--- src/rtl/ring_johnson_cnt.sv ---
`default_nettype none
// ============================================================================
// Module   : ring_johnson_cnt
// Brief    : Ring and Johnson shift-register counters sharing one parallel
//            load port. Optional macro CNT_SELF_CORRECT_EN recovers illegal
//            states in one cycle.
// Revision : 1.0 - initial release
// ============================================================================
module ring_johnson_cnt #(
    parameter int WIDTH = 8
) (
    input  logic             clk,
    input  logic             rst_n,
    input  logic             ld,
    input  logic [WIDTH-1:0] d,
    output logic [WIDTH-1:0] q1,
    output logic [WIDTH-1:0] q2,
    output logic             q1_valid,
    output logic             q2_valid
);

    localparam logic [WIDTH-1:0] C_ONE  = WIDTH'(1);
    localparam logic [WIDTH-1:0] C_ZERO = '0;

    logic [WIDTH-1:0] ring_q, ring_d;
    logic [WIDTH-1:0] john_q, john_d;
    logic [WIDTH-1:0] john_inv;

    assign john_inv = ~john_q;

    // x & (x+1) == 0 holds exactly for the 0...01...1 codes (incl. all-zero/all-one)
    assign q1_valid = (ring_q != C_ZERO) && ((ring_q & (ring_q - C_ONE)) == C_ZERO);
    assign q2_valid = ((john_q & (john_q + C_ONE)) == C_ZERO) ||
                      ((john_inv & (john_inv + C_ONE)) == C_ZERO);

    always_comb begin
        ring_d = {ring_q[WIDTH-2:0], ring_q[WIDTH-1]};
        john_d = {john_q[WIDTH-2:0], ~john_q[WIDTH-1]};
`ifdef CNT_SELF_CORRECT_EN
        if (!q1_valid) begin
            ring_d = C_ONE;
        end
        if (!q2_valid) begin
            john_d = C_ZERO;
        end
`endif
        if (ld) begin
            ring_d = d;
            john_d = d;
        end
    end

    always_ff @(posedge clk or negedge rst_n) begin
        if (!rst_n) begin
            ring_q <= C_ONE;
            john_q <= C_ZERO;
        end else begin
            ring_q <= ring_d;
            john_q <= john_d;
        end
    end

    assign q1 = ring_q;
    assign q2 = john_q;

endmodule
`default_nettype wire

--- config.mk ---
export PLATFORM = sky130hd
export DESIGN_NAME = ring_johnson_cnt
export DESIGN_NICKNAME = d
export VERILOG_FILES = /design/src/rtl/ring_johnson_cnt.sv
export SDC_FILE = /design/constraint.sdc
export NUM_CORES = 1
export LEC_CHECK = 0
export CORE_ASPECT_RATIO = 0.6
export CORE_MARGIN = 1
export CORE_UTILIZATION = 30
export CTS_BUF_LIST = sky130_fd_sc_hd__clkbuf_4
export DETAILED_ROUTE_END_ITERATION = 8
export DONT_BUFFER_PORTS = 1
export SYNTH_ARGS = -nofsm -noshare
export SYNTH_HDL_FRONTEND = slang
export SYNTH_SLANG_ARGS = --single-unit
--- constraint.sdc ---
create_clock -name clk -period 2.5 [get_ports clk]
set_input_delay 0.75 -clock clk [delete_from_list [all_inputs] [get_ports clk]]
set_output_delay 0.75 -clock clk [all_outputs]
set_load 0.01 [all_outputs]
; ---- After elaboration in Yosys (flattened, before gate mapping)
; Index checks and enable logic that the tools add are counted.
[totals]
reg_bits = 16
output_inout_bits = 18
elab_cells = 18
[classes]
n_addsub = 3
muxes = 2
bitwise_logic = 5
reduce_logical = 6
[op_table]
columns = cell, n
row1 = $and 8x8->8, 3
row2 = $logic_not 8->1, 3
row3 = $add 8x1->8 const B, 2
row4 = $mux 8, 2
row5 = $not 8->8, 1
row6 = $reduce_bool 8->1, 1
row7 = $sub 8x1->8 const B, 1
row8 = $logic_and 1x1->1, 1
row9 = $logic_or 1x1->1, 1
row10 = $not 1->1, 1

; ---- Longest topological paths before layout
[depth]
word_depth = 5
depth_mapped = 4
depth_no_buf = 4

; ---- Worst setup path before layout
; OpenSTA, ideal clock, no wires.
[synth_path]
path_type = register to output
startpoint = reg ring_q[1] (netlist: q1[1])
endpoint = out q1_valid
t_arrival_ns = 1.397
slack_ns = 0.353
path_stages_with_launch = 5
cell_sequence = dfrtp_1 > or4_4 > xnor2_1 > a22oi_1 > a21oi_1
[synth_via]
elab_chain_cells = 4
elab_cells_between_ends = 5
[synth_lines]
columns = item, line
row1 = "start, declared", 25  ; logic [WIDTH-1:0] ring_q, ring_d;
row2 = "start signal, assigned", 58  ; ring_q <= ring_d;
row3 = $sub 8x1->8, 32  ; assign q1_valid = (ring_q != C_ZERO) && ((ring_q & (ring_q - C_ONE)) == C_ZERO);
row4 = $and 8x8->8, 32
row5 = $logic_not 8->1, 32
row6 = $logic_and 1x1->1 (*), 32
row7 = "end, declared", 18  ; output logic q1_valid,
; Every way passes the cells marked *; elsewhere a longest branch is shown, timed or not.

; ---- Worst setup path after layout
; Same ends and word-level chain as after synthesis.

==> results_dict.tcl <==
set metrics [dict create \
    yosysUniqueCellTypes 20 \
    track_usage 0.133 \
    clock.fmax_mhz 402 \
    grt_use_met3 0.0852 \
    hold_viol_final 0 \
    antenna_cells 0 \
    drive_above_1_share 0.123 \
    wl_um 1720 \
    seq_area_frac_synth 0.539 \
    postRouteAntennaNets 0 \
    gr-usage-met1 0.174 \
    skew_ns 0.00143 \
    setup_viol 0 \
    slowest_delay_ns 0.58 \
    die_h_um 40.6 \
    netlist_instances 79 \
    place_hpwl_um 1260 \
    leakage_nw 0.395 \
    die_area_mm2 0.00269 \
    avgSynthCellArea_um2 9.42 \
    seqCellArea_um2 402 \
    rsz0062_at_grt "true" \
    cp_cell_sequence "or4_4 > xnor2_2 > a22oi_2 > a21oi_2" \
    top_usage_layer "met2" \
    n_fill_cell 232 \
    cp_slowest_cell "or4_4" \
    grt_overflow 0 \
    worst_pin_slew_ns 0.289 \
    holdWs_ns 0.140 \
    yosys.area.top_type "dfrtp_1" \
    period_minus_slack_ns 2.49 \
    syn_nets 90 \
    rows 13 \
    grt_max_degree 24 \
    multi_input_area_um2 303 \
    cts_buffers 3 \
    grt_use_met2 0.179 \
    die_w_um 66.3 \
    ir_drop_mv 0.242 \
    slew_viol_final 0 \
    viasPerCell 5.11 \
    cts_hold_buf 0 \
    outcome "finished, final reports clean" \
    vias 567 \
    cts-root-buf "clkbuf_4" \
    cts_tree "done" \
    drtIter0Drc 14 \
    worst_setup_path_end_kind "primary output" \
    crit_type "reg -> out" \
    max_cap_violations 0 \
    p_total_mw 0.562 \
    drt_first_pass_iters 3 \
    post-route-period-util 0.996 \
    portBuffers 0 \
    synth_area_leaders "dfrtp_1, o21ai_1, inv_1" \
    relSlewSlack 0.807 \
    cts_buffer_depth 2 \
    p_per_area_mw_per_mm2 678 \
    pin_count 29 \
    post_cts.repair.setup_buffers 0 \
    routabilityCongestion 0.708 \
    wire_per_inst_um 15.5 \
    min_path_type "in -> async" \
    fin_util 0.369 \
    remaining_drc_errors 0 \
    cts_sinks 16 \
    coreArea_mm2 0.00224 \
    areaGrowthSynthToFinish_pct 11.3 \
    path_max_fanout 3 \
    fin_nets 93 \
    arrival_ns 1.74 \
    ys_ff_latch 16 \
    yosys_warnings 0 \
    antenna_found_initial 0 \
    ctsHtreeMaxLevel 1 \
    cp-start-kind "flip-flop" \
    cp_data_required_time_ns 1.75 \
    synth_top_area_share 0.504 \
    grt_pass1_wl_um 2400 \
    start_util 0.332 \
    clk_latency_ns 0.29 \
    first_global_vias 497 \
    clk_pin_slew_worst_paths_ns 0.10 \
    netlist_area_um2 744 \
]
sequential cells by signal (all words and copies together), names as in the netlist:
name and flops:
q1 8, q2 8
cell usage after synthesis, drive strengths merged:
cell type / n
o21ai: 16
dfrtp: 15
inv: 15
nand2: 7
mux2i: 5
nor3: 4
a21oi: 3
clkbuf: 2
nor2: 2
a221oi: 1
a22oi: 1
and3: 1
dfstp: 1
maj3: 1
mux2: 1
o211a: 1
o22ai: 1
or4: 1
xnor2: 1
final timing paths:
path / cells past startpoint / endpoint / from / slack (ns)
setup / recovery: 4 / q1_valid / q1[1] / 0.01
hold / removal: 0 / q1[4] / rst_n / 0.14
setup reg to reg: 2 / q1[1] / q1[0] / 1.60
hold reg to reg: 2 / q1[1] / q1[0] / 0.60
max in group asynchronous: 0 / q1[0] / rst_n / 2.19
min in group clk: 1 / q2[5] / ld / 0.53
worst max-delay path: cells and delay by family, from the launching register on:
kind | cells | cell delay (ns)
flops | 1 | 0.44
xor+xnor | 1 | 0.15
compound gates | 2 | 0.27
simple gates | 1 | 0.58
final cells by class:
class,instances,area share
Clock buffer,4,0.0363
Multi-Input combinational cell,46,0.366
Tap cell,30,0.0453
Sequential cell,16,0.485
Inverter,15,0.0680
stage by stage:
stage	instance area [um^2]	TNS, ns	worst slack (ns)	cells
after floorplan	744	0	0.353	79
after global placement	774	0	0.259	107
after detailed placement	774	0	0.242	107
after CTS	823	0	0.000394	111
after global routing	828	-0.0599	-0.0599	111
final	828	0	0.00962	111
power by group:
group / internal (mW) / total (mW) / switching (mW) / leakage [nW]
clock network: 0.0729 / 0.159 / 0.0864 / 0.0184
logic: 0.0349 / 0.0744 / 0.0395 / 0.185
registers: 0.283 / 0.328 / 0.0447 / 0.192
total: 0.391 / 0.562 / 0.171 / 0.395
per-layer routing:
metal	vias up	routed length, um	part of all wire
met5	-	0	0
met4	0	7	0.0041
met3	2	157	0.091
met2	20	717	0.42
met1	273	841	0.49
li1	272	-	-
kinds of logic after synthesis:
group,after synthesis,synth area share
compound gates,23,0.171
xor+xnor,1,0.0118
mux,6,0.0824
flops,16,0.540
fa+ha+maj,1,0.0134
buf+inv,17,0.0857
simple gates,15,0.0958
placed cells by master, fill, tap and decap left out, types with 2 or more instances in the layout:
cell and instances:
a21oi_1 2, mux2i_1 5, o21ai_1 15, clkbuf_4 4, nand2_1 7, inv_1 15
dfrtp_1 15, nor3_1 4
timing repair:
item                       in CTS  in global routing
gates resized for setup         5                  1
pin swaps                       2                  0
setup endpoints to repair       1                  1
hold endpoints to repair        0                  0
cloned                          0                  0
No activity file was read; power rests on OpenSTA's default activity.
==> patch 1 (same settings) <==
The parameter `WIDTH` goes from 8 to 7.
--- a/src/rtl/ring_johnson_cnt.sv
+++ b/src/rtl/ring_johnson_cnt.sv
@@ -8,5 +8,5 @@
 // ============================================================================
 module ring_johnson_cnt #(
-    parameter int WIDTH = 8
+    parameter int WIDTH = 7
 ) (
     input  logic             clk,
Ports: changed (resized d, q1 and q2); port bits go from 29 to 26. No check against the original RTL was run, so the function may have changed too.
==> patch 1 against the unedited design <==
Setup slack improved by 0.18 ns; routed wire length down 14%; sequential cell count shrank 2; largest power group unchanged; sequential power decreased by 12%; die area fell by 10%; count of clock-buffer cells in the layout is 1 lower; power fell by 14%; critical path type unchanged; design area fell by 13%; synthesized area shrank 11%; highest routed layer is now met3.
==> patch 1: results (changes against the unedited design) <==
Outcome: complete, no violations (unchanged)
Synth cell types: 19 (was 20)
Critical Path Fanout Max: 4 (was 3)
Met3 usage: 9.82% (was 8.52%)
Dpl cells: 97 (was 107)
Hold Path Class: input pin to async pin (unchanged)
Min cycle time layout: 2.31 ns (was 2.49 ns)
Buffers on Ports: 0 (unchanged)
Clk pin slew, worst setup/hold paths: 0.08 ns (was 0.10 ns)
Routability congestion estimate: 0.721 (was 0.708)
Nets: 84 (was 93)
Hold WS: 0.150 ns (was 0.140 ns)
DR iter-0 viols: 28 (was 14)
Area after DPL: 691 µm² (was 774 µm²)
Vias in the first global route: 463 (was 497)
Total number of vias: 495 (was 567)
Share of cells above drive strength 1: 11.0% (was 12.3%)
Fill count: 201 (was 232)
DRT Pass-1 Iters: 4 (was 3)
Slew HR: 71.7% (was 80.7%)
Post-cts resize count: 0 (was 5)
Gr usage total: 14.6% (was 13.3%)
Met2 usage: 20.7% (was 17.9%)
Crit path DAT: 1.56 ns (was 1.74 ns)
Peak VDD IR: 186 µV (was 242 µV)
First-pass GRT wire length: 2380 µm (was 2400 µm)
Post-Route WL: 1480 µm (was 1720 µm)
Synth area leaders: dfrtp_1 49%, o21ai_0 12%, inv_1 7.9% (was dfrtp_1 50%, o21ai_1 9.4%, inv_1 7.6%)
Seq/Total Area, Yosys: 53.0% (was 53.9%)
Post-CTS Setup Bufs: 0 (unchanged)
Non-Filler Instances: 101 (was 111)
Lkg Pwr: 0.324 nW (was 0.395 nW)
DP Wirelength: 1160 µm (was 1260 µm)
Antenna fix cells: 0 (unchanged)
Register-to-Register Setup Slack: 1.55 ns (was 1.60 ns)
Cells after synthesis: 71 (was 79)
Global-route met1 utilization: 17.5% (was 17.4%)
Largest net degree at the start of global routing: 22 (was 24)
Syn_nets: 81 (was 90)
Seq. cell area: 352 µm² (was 402 µm²)
Worst skew pair latency: 0.28 ns
Worst Skew: 0.00281 ns (was 0.00143 ns)
Dpl ws: 0.475 ns (was 0.242 ns)
Synth top cells by count: 16 x o21ai_0, 14 x inv_1, 13 x dfrtp_1, 8 x nand2_1 (was 15 x dfrtp_1, 15 x inv_1, 14 x o21ai_1, 7 x nand2_1, 5 x mux2i_1)
[patch 1: metal layers]
| layer | part of all wire, % | wire [µm] |
|---|---|---|
| met5 | 0 | 0 |
| met3 | 14 | 202 |
| met4 | 0 | 0 |
| met2 | 44 | 643 |
| met1 | 43 | 629 |
[patch 1: kinds of logic (layout without fill, tap and decap cells)]
logic type	Yosys count	count (layout)	synth area share, %
compound gates	24	24	19.8
simple gates	13	13	11.9
mux	3	3	4.53
buf+inv	16	18	9.06
flops	14	14	53.0
fa+ha+maj	1	1	1.70
[patch 1: area by class of cell]
| cell class | instances | area share, % |
|---|---|---|
| clock inverters | 1 | 0.524 |
| clock buffers | 3 | 3.14 |
| inverters | 14 | 7.33 |
| well taps | 28 | 4.89 |
| flip-flops and latches | 14 | 49.0 |
| multi-input cells | 41 | 35.1 |
[patch 1: power breakdown]
| part | total (mW) | internal, mW | switching, mW | leakage, nW |
|---|---|---|---|---|
| logic | 0.0612 | 0.0266 | 0.0346 | 0.141 |
| registers | 0.288 | 0.248 | 0.0396 | 0.167 |
| clock network | 0.132 | 0.0580 | 0.0741 | 0.0154 |
[patch 1: worst min path at each step]
| stage | start | end |
|---|---|---|
| after CTS | rst_n | q1[1]$_DFF_PN0_ |
| after global routing | rst_n | q2[3]$_DFF_PN0_ |
| after detailed placement | rst_n | q1[6]$_DFF_PN0_ |
| final | rst_n | q2[4]$_DFF_PN0_ |
| after floorplan | rst_n | q1[1]$_DFF_PN0_ |
| after global placement | rst_n | q2[5]$_DFF_PN0_ |
[patch 1: worst max-delay path, cell delays in order, from the launching register on]
cell and delay [ns]:
dfrtp_1 0.47, nor4_4 0.34, a21oi_1 0.09, nor4_2 0.37
==> patch 2 (same flow settings) <==
Made on the original files. Add an input register stage for `ld` and `d`; this delays them by one clock.
--- a/src/rtl/ring_johnson_cnt.sv
+++ b/src/rtl/ring_johnson_cnt.sv
@@ -23,4 +23,12 @@
     localparam logic [WIDTH-1:0] C_ZERO = '0;
 
+    logic ld_q;
+    logic [WIDTH-1:0] d_q;
+
+    always_ff @(posedge clk) begin
+        ld_q <= ld;
+        d_q  <= d;
+    end
+
     logic [WIDTH-1:0] ring_q, ring_d;
     logic [WIDTH-1:0] john_q, john_d;
@@ -45,7 +53,7 @@
         end
 `endif
-        if (ld) begin
-            ring_d = d;
-            john_d = d;
+        if (ld_q) begin
+            ring_d = d_q;
+            john_d = d_q;
         end
     end
Formal check against the unedited RTL: not equivalent (Yosys sat finds a counterexample within 4 cycles, from zero or initial values and one cycle with rst_n low).
==> patch 2 against the unedited design <==
The run now ends with setup timing left; via count grew 4.1%; synthesized area grew 24%; sequential cell count grew 9; clock power grew 14%; setup slack lost 0.069 ns; design area grew 22%; sequential share of layout area grew 8.9 points; count of clock-buffer cells in the layout shrank 1; routed wire length grew 1.7%; register-to-register slack lost 0.38 ns; power grew 31%; synthesized cell count grew 11%; sequential power grew 47%; critical endpoint unchanged; largest power group unchanged.
==> patch 2: results (changes against the unedited design) <==
Nets: 102 (was 93)
DRC violations left: 0 (unchanged)
Seq/Total Area, Yosys: 62.9% (was 53.9%)
Failing checks: setup timing
Crit path DAT: 1.81 ns (was 1.74 ns)
Hold Path Class: input pin to async pin (unchanged)
Worst Skew: 0.00176 ns (was 0.00143 ns)
First-pass GRT wire length: 2690 µm (was 2400 µm)
DP Wirelength: 1310 µm (was 1260 µm)
Synth warn: 0 (unchanged)
Post-Route WL: 1750 µm (was 1720 µm)
RR Endpoint: q1[0]$_DFF_PN1_ (was q1[1]$_DFF_PN0_)
Gr usage total: 11.3% (was 13.3%)
Critical Path Fanout Max: 3 (unchanged)
Asr flop ratio synth: 64.0% (was 100%)
Dpl ws: 0.247 ns (was 0.242 ns)
DRT Pass-1 Iters: 4 (was 3)
Synth area leaders: dfrtp_1 41%, dfxtp_1 19%, o21ai_1 7.6% (was dfrtp_1 50%, o21ai_1 9.4%, inv_1 7.6%)
Outcome: finished, violations left (was complete, no violations)
Fill count: 307 (was 232)
Worst skew pair latency: 0.32 ns (was 0.29 ns)
Setup slack after layout: -0.0595 ns (was 0.00962 ns)
DR iter-0 viols: 26 (was 14)
Clock tree buffer depth: 2 (unchanged)
Syn_nets: 99 (was 90)
Synth top cells by count: 15 x dfrtp_1, 15 x inv_1, 14 x o21ai_1, 9 x dfxtp_1, 7 x nand2_1 (was 15 x dfrtp_1, 15 x inv_1, 14 x o21ai_1, 7 x nand2_1, 5 x mux2i_1)
Register-to-Register Setup Slack: 1.22 ns (was 1.60 ns)
Initial antenna violation count: 0 (unchanged)
Lkg Pwr: 0.465 nW (was 0.395 nW)
Buffers on Ports: 0 (unchanged)
Worst Reg-to-Reg Cells: 1 (was 2)
Routability congestion estimate: 0.767 (was 0.708)
Share of cells above drive strength 1: 10.0% (was 12.3%)
Final setup violation count: 1 (was 0)
Cells after synthesis: 88 (was 79)
Clk pin slew, worst setup/hold paths: 0.13 ns (was 0.10 ns)
H-tree Lvls: 1 (unchanged)
Total CTS buffers: 3 (unchanged)
Peak VDD IR: 181 µV (was 242 µV)
Psw: 0.206 mW (was 0.171 mW)
Vias in the first global route: 583 (was 497)
Antenna fix cells: 0 (unchanged)
Worst R2R Start: ld_q$_DFF_P_ (was q1[0]$_DFF_PN1_)
Synth cell types: 21 (was 20)
Area after DPL: 970 µm² (was 774 µm²)
Top FF cell, synth: dfrtp_1 (unchanged)
Non-Filler Instances: 132 (was 111)
Slew HR: 50.3% (was 80.7%)
Clock root buffer: clkbuf_4 (unchanged)
Largest net degree at the start of global routing: 24 (unchanged)
Vias per Instance: 4.47 (was 5.11)
Die ar.: 3320 µm² (was 2690 µm²)
patch 2: cell count changes after synthesis, sizes merged:
| cell | delta |
|---|---|
| dfxtp | +9 |
patch 2: repair_timing:
action / 4_1_cts / 5_1_grt
setup buffers: 0 / 0
resized for setup: 2 / 1
gates cloned: 0 / 0
pin swaps: 2 / 0
endpoints found under the setup margin: 1 / 1
patch 2: worst max path at each step:
stage	from	endpoint	slack (ns)
floorplan	q1[1]$_DFF_PN0_	q1_valid	0.35
global placement	q1[1]$_DFF_PN0_	q1_valid	0.26
detailed placement	q1[1]$_DFF_PN0_	q1_valid	0.25
CTS	q1[1]$_DFF_PN0_	q1_valid	-0.04
global route	q1[1]$_DFF_PN0_	q1_valid	-0.15
finish	q1[1]$_DFF_PN0_	q1_valid	-0.06
patch 2: power by group through the flow:
stage / Combinational, mW / Sequential [mW] / Clock [mW]
after global placement: 0.0660 / 0.491 / 0
final: 0.0706 / 0.483 / 0.181
after CTS: 0.0693 / 0.484 / 0.187
after floorplan: 0.0608 / 0.478 / 0
after detailed placement: 0.0671 / 0.492 / 0
after global routing: 0.0813 / 0.488 / 0.201
patch 2: metal layers:
layer	global-route usage [%]	share of wire, %	up-vias
met4	4.62	1.3	0
met3	6.03	9.6	2
li1	-	-	296
met1	12.5	44	274
met5	0	0	-
met2	18.5	45	18
patch 2: cell type report:
class | count | area, µm² | share of cell area (%)
flip-flops and latches | 25 | 582 | 57.4
multi-input cells | 46 | 293 | 28.9
clock buffers | 3 | 22.5 | 2.22
well taps | 42 | 52.6 | 5.19
inverters | 15 | 56.3 | 5.56
clock inverters | 1 | 7.51 | 0.741
patch 2: logic make-up after synthesis:
logic type                 share of synthesized area [%]
xor gates and xnor gates                           0.947
AOI/OAI and AO/OA                                   13.8
adders and majority gates                           1.08
muxes                                               6.63
and+or+nand+nor                                     7.71
buffers and inverters                               6.90
DFF                                                 62.9
patch 2: worst max-delay path, cell delays in order, from the launching register on:
cell and delay [ns]:
dfrtp_1 0.45, or4_4 0.57, nor2_2 0.11, o21ai_0 0.12, a21oi_2 0.24
patch 2: stage by stage:
step	hold WS, ns	power [mW]	setup TNS (ns)
floorplan	0.425	0.539	0
global placement	0.451	0.557	0
detailed placement	0.450	0.559	0
CTS	0.0852	0.741	-0.0446
global route	0.0739	0.771	-0.155
finish	0.101	0.735	-0.0595
